File: config.mk
export PLATFORM = sky130hd
export DESIGN_NAME = instr_buffer
export DESIGN_NICKNAME = d
export VERILOG_FILES = /design/src/rtl/instr_buffer_pkg.sv /design/src/rtl/instr_buffer.sv
export SDC_FILE = /design/constraint.sdc
export NUM_CORES = 1
export LEC_CHECK = 0
export BUFFER_PORTS_ARGS = -buffer_cell sky130_fd_sc_hd__buf_2
export CAP_MARGIN = 20
export CORE_ASPECT_RATIO = 0.8
export CORE_MARGIN = 2
export CORE_UTILIZATION = 36
export CTS_CLUSTER_DIAMETER = 60
export DETAILED_ROUTE_END_ITERATION = 6
export PLACE_DENSITY_LB_ADDON = 0.05
export RECOVER_POWER = 25
export REMOVE_ABC_BUFFERS = 1
export SYNTH_ARGS = -nofsm -noshare
export SYNTH_HDL_FRONTEND = slang
export SYNTH_SLANG_ARGS = --single-unit
File: constraint.sdc
create_clock -name clk -period 8.03 [get_ports clk]
set_input_delay 2.409 -clock clk [delete_from_list [all_inputs] [get_ports clk]]
set_output_delay 2.409 -clock clk [all_outputs]
set_load 0.005 [all_outputs]
File: src/rtl/instr_buffer_pkg.sv
// rtl/instr_buffer_pkg.sv - shared CPU package: fetch-queue entry type, buffer sizing and reset PC
package instr_buffer_pkg;

   typedef struct packed {
      logic [31:0] pc;
      logic [31:0] instr;
   } ibuf_entry_t;

   localparam int          IBUF_DEPTH    = 8;
   localparam int          IBUF_INFLIGHT = 2;
   localparam logic [31:0] RESET_PC      = 32'h1c00_0000;

endpackage

File: src/rtl/instr_buffer.sv
// rtl/instr_buffer.sv - circular fetch queue between IF2 and ID with early stall and branch flush
// Optional zero-latency path through an empty queue: INSTR_BUFFER_BYPASS_EN
module instr_buffer
   import instr_buffer_pkg::*;
#(
   parameter int DEPTH    = IBUF_DEPTH,
   parameter int INFLIGHT = IBUF_INFLIGHT
) (
   input  logic        clk,
   input  logic        rstn,
   input  logic        EX_BR,
   input  logic [31:0] pc_IF2,
   input  logic [31:0] instr_IF2,
   input  logic        valid_IF2,
   input  logic        ready_ID,
   output logic [31:0] pc_ID,
   output logic [31:0] instr_ID,
   output logic        valid_ID,
   output logic        stall_full_instr,
   output logic        overflow
);

   localparam int AW = $clog2(DEPTH);
   localparam int PW = AW + 1;
   localparam logic [PW-1:0] STALL_TH = PW'(DEPTH - INFLIGHT);

   logic [PW-1:0] wptr_q, wptr_d;
   logic [PW-1:0] rptr_q, rptr_d;
   logic [PW-1:0] count_q, count_d;
   logic          overflow_q, overflow_d;

   ibuf_entry_t   mem_q [DEPTH];
   ibuf_entry_t   incoming;
   ibuf_entry_t   head;

   logic          empty;
   logic          full;
   logic          push_req;
   logic          push;
   logic          pop;
   logic          bypass;
   logic          wr_en;
   logic          rd_en;

   assign empty    = (wptr_q == rptr_q);
   assign full     = (wptr_q[AW-1:0] == rptr_q[AW-1:0]) && (wptr_q[AW] != rptr_q[AW]);
   assign incoming = '{pc: pc_IF2, instr: instr_IF2};
   assign push_req = valid_IF2 & ~EX_BR;

`ifdef INSTR_BUFFER_BYPASS_EN
   assign bypass = empty & push_req;
`else
   assign bypass = 1'b0;
`endif

   assign valid_ID = ~empty | bypass;
   assign pop      = valid_ID & ready_ID & ~EX_BR;
   assign push     = push_req & (~full | pop);

   // A bypassed entry taken by ID the same cycle never touches storage.
   assign wr_en = push & ~(bypass & ready_ID);
   assign rd_en = pop & ~empty;

   always_comb begin
      head = '0;
      if (bypass) begin
         head = incoming;
      end else if (!empty) begin
         head = mem_q[rptr_q[AW-1:0]];
      end
   end

   assign pc_ID            = head.pc;
   assign instr_ID         = head.instr;
   assign stall_full_instr = (count_q >= STALL_TH);
   assign overflow         = overflow_q;

   always_comb begin
      wptr_d     = wptr_q;
      rptr_d     = rptr_q;
      count_d    = count_q;
      overflow_d = overflow_q | (push_req & full & ~pop);
      if (EX_BR) begin
         wptr_d  = '0;
         rptr_d  = '0;
         count_d = '0;
      end else begin
         if (wr_en) begin
            wptr_d = wptr_q + PW'(1);
         end
         if (rd_en) begin
            rptr_d = rptr_q + PW'(1);
         end
         count_d = count_q + PW'(wr_en) - PW'(rd_en);
      end
   end

   always_ff @(posedge clk or negedge rstn) begin
      if (!rstn) begin
         wptr_q     <= '0;
         rptr_q     <= '0;
         count_q    <= '0;
         overflow_q <= 1'b0;
      end else begin
         wptr_q     <= wptr_d;
         rptr_q     <= rptr_d;
         count_q    <= count_d;
         overflow_q <= overflow_d;
      end
   end

   // Storage is not reset; only slots between rptr and wptr are ever read.
   always_ff @(posedge clk) begin
      if (wr_en) begin
         mem_q[wptr_q[AW-1:0]] <= incoming;
      end
   end

endmodule
==> impl_metrics.env <==
export IMPL_outcome="complete, no violations"
export IMPL_skew_ps=17.9
export IMPL_hp_class="register to register"
export IMPL_yosys_warnings=0
export IMPL_max_freq_ghz=0.156
export IMPL_seq_power_share=0.459
export IMPL_dieArea_um2=58400
export IMPL_slew_violations=0
export IMPL_synth_edf_count=512
export IMPL_netlist_area_um2=20300
export IMPL_numCtsBuffers=55
export IMPL_grt_first_pass_wirelength_mm=66.4
export IMPL_cts_setup_buffers=0
export IMPL_htreeDepth=2
export IMPL_max_cap_violations=0
export IMPL_path_cells="xor2_1 -> or3_1 -> nor2_4 -> buf_4 -> nor2_1 -> buf_2"
export IMPL_synth_ff_type="edfxtp_1"
export IMPL_yosysSeqAreaShare=0.773
export IMPL_post_dp_hpwl_mm=23.2
export IMPL_hold_violations=0
export IMPL_ys_types=35
export IMPL_path_clk_slew_ps=60
export IMPL_period_share=0.801
export IMPL_met3_usage=0.0310
export IMPL_antenna_left=0
export IMPL_num_rows=77
export IMPL_nets=1168
export IMPL_max_vdd_ir_drop_mv=0.195
export IMPL_leakage_uw=0.00744
export IMPL_layout_drive_gt1_share=0.293
export IMPL_cts_sinks=525
export IMPL_cts_resized=0
export IMPL_critPathKind="register to output pin"
export IMPL_drt_iter0_drc=748
export IMPL_start_util=0.366
export IMPL_combPwrFrac=0.188
export IMPL_async_flop_share=0.0248
export IMPL_grt_max_degree=59
export IMPL_cp_arrival_ps=4020
export IMPL_netSwitchingPower_uw=1800
export IMPL_critPathMaxStageDelay_ps=950
export IMPL_final_cell_count_no_fill=1887
export IMPL_antenna_found_initial=4
export IMPL_grt_usage=0.154
export IMPL_holdWs_ps=490
export IMPL_clk_insertion_delay_late_ps=600
export IMPL_clk_path_buf_depth=3
export IMPL_routedWlPerCell_um=23.7
export IMPL_synth_area_leaders="edfxtp_1 (76%), mux4_2 (14%), mux2i_1 (3.3%), dfrtp_1 (1.6%), nor2_1 (1.4%)"
export IMPL_startpoint_type="register"
export IMPL_intPower_uw=5140
export IMPL_p_clk_frac=0.353
export IMPL_die_h_um=216
export IMPL_relSlewSlack=0.296
export IMPL_root_buffer="clkbuf_16"
export IMPL_setup_viol=0
export IMPL_syn_instance_count=924
export IMPL_grt_pass1_vias=9913
export IMPL_cellPowerDensity_nw_per_um2=294
export IMPL_gp_congestion=0.720
export IMPL_cts_tree="built"
export IMPL_port_buffers=135
export IMPL_via_per_inst=4.95
export IMPL_cp_max_fo=33
export IMPL_synth_commonest_cells="edfxtp_1 (512), mux4_2 (128), nor2_1 (75)"
export IMPL_crit_required_ps=5620
export IMPL_ys_ff_latch=525
export IMPL_fin_ws_ps=1600
export IMPL_synth_most_common_cell="edfxtp_1"
export IMPL_core_um2=55500
export IMPL_grt_setup_unrepaired="false"
export IMPL_critical_path_slowest_cell="dfrtp_4"
export IMPL_fin_crit_ps=6430
export IMPL_synth_top_area_share=0.757
export IMPL_dp_cells=1784
export IMPL_place_ws_ps=2050
export IMPL_ios=136
export IMPL_p_sw_frac=0.260
export IMPL_total_power_uw=6940
export IMPL_use_met2=0.255
export IMPL_end_kind="output pin"
export IMPL_tightest_slew_ps=1050
export IMPL_grt_use_met1=0.211
export IMPL_die_w_um=270
export IMPL_avgSynthCellArea_um2=22.0
export IMPL_busiest_layer="met2"
export IMPL_vias=9346
export IMPL_areaGrowthSynthToFinish_pct=16.2
export IMPL_firstDrtPassIters=5
export IMPL_yosys_area_top_type="edfxtp_1"
export IMPL_grt_overflow_total=0
export IMPL_ctsHoldBuffers=0
export IMPL_drt_total_wl_mm=44.7
export IMPL_post_route_drc_count=0
final cells by class:
cell class              count  area, um^2
diodes                      2        5.00
clock buffers              76        1500
clock inverters            25         224
fillers                  4916       31900
inverters                  10        37.5
multi-input cells         339        4380
flip-flops and latches    525       15700
well taps                 750         938
repair buffers            160         813
placed cells by master (no fill, tap or decap), types with 5 or more instances in the layout:
cell,netlist,routed
nand2_1,9,9
xor2_1,6,6
ha_1,7,7
buf_4,1,25
mux2i_1,67,67
inv_1,10,10
mux4_2,128,128
nor2_1,75,73
buf_2,23,95
clkinv_1,0,12
clkbuf_1,18,59
clkbuf_16,0,57
clkinv_2,0,5
edfxtp_1,512,512
dfrtp_1,13,10
logic make-up (layout without fill, tap and decap cells):
kind of cell,after synthesis,in the layout,synth area share
other cells,0,2,0
simple gates,112,112,0.0236
mux,195,195,0.175
compound gates,16,16,0.00554
xor+xnor,8,8,0.00345
fa+ha+maj,8,8,0.00530
buf+inv,60,271,0.0145
flops,525,525,0.773
sequential cells by signal, summed over array words and instances (netlist names):
signal,count
rptr_q,4
mem_q,512
count_q,4
overflow,1
wptr_q,4
path summary, 6_finish.rpt:
kind / from / to / slack, ps / depth (start not counted)
setup / recovery: rptr_q[2] / pc_ID[9] / 1600 / 6
hold / removal: overflow / overflow / 490 / 1
setup reg to reg: rptr_q[2] / mem_q[5][4] / 4000 / 5
hold reg to reg: overflow / overflow / 490 / 1
max in group asynchronous: rstn / rptr_q[1] / 5460 / 1
min in group asynchronous: rstn / count_q[2] / 1920 / 1
metrics by stage:
step / instance area, um^2 / util / setup TNS (ps)
floorplan: 20100 / - / -1407260
detailed placement: 21900 / 0.395 / 0
global route: 23600 / 0.425 / 0
global placement: 21900 / 0.395 / 0
finish: 23600 / 0.425 / 0
CTS: 23600 / 0.426 / 0
worst max-delay path: cells and delay by family, from the launching register on:
kind	cells	cell delay (ps)
and+or+nand+nor	3	1530
DFF	1	950
xor gates and xnor gates	1	260
buffers and inverters	2	660
power by group through the flow:
stage	clock network [uW]	registers [uW]	logic, uW
detailed placement	0	3250	1360
finish	2450	3190	1300
global route	2650	3200	1440
floorplan	0	3330	813
global placement	0	3250	1360
CTS	2530	3190	1360
routing by layer:
layer  wire [um]  part of all wire
met1       20200              0.45
met3        1870             0.042
met4         818             0.018
met2       21800              0.49
met5          21           0.00047
(Power assumes the default switching activity.)
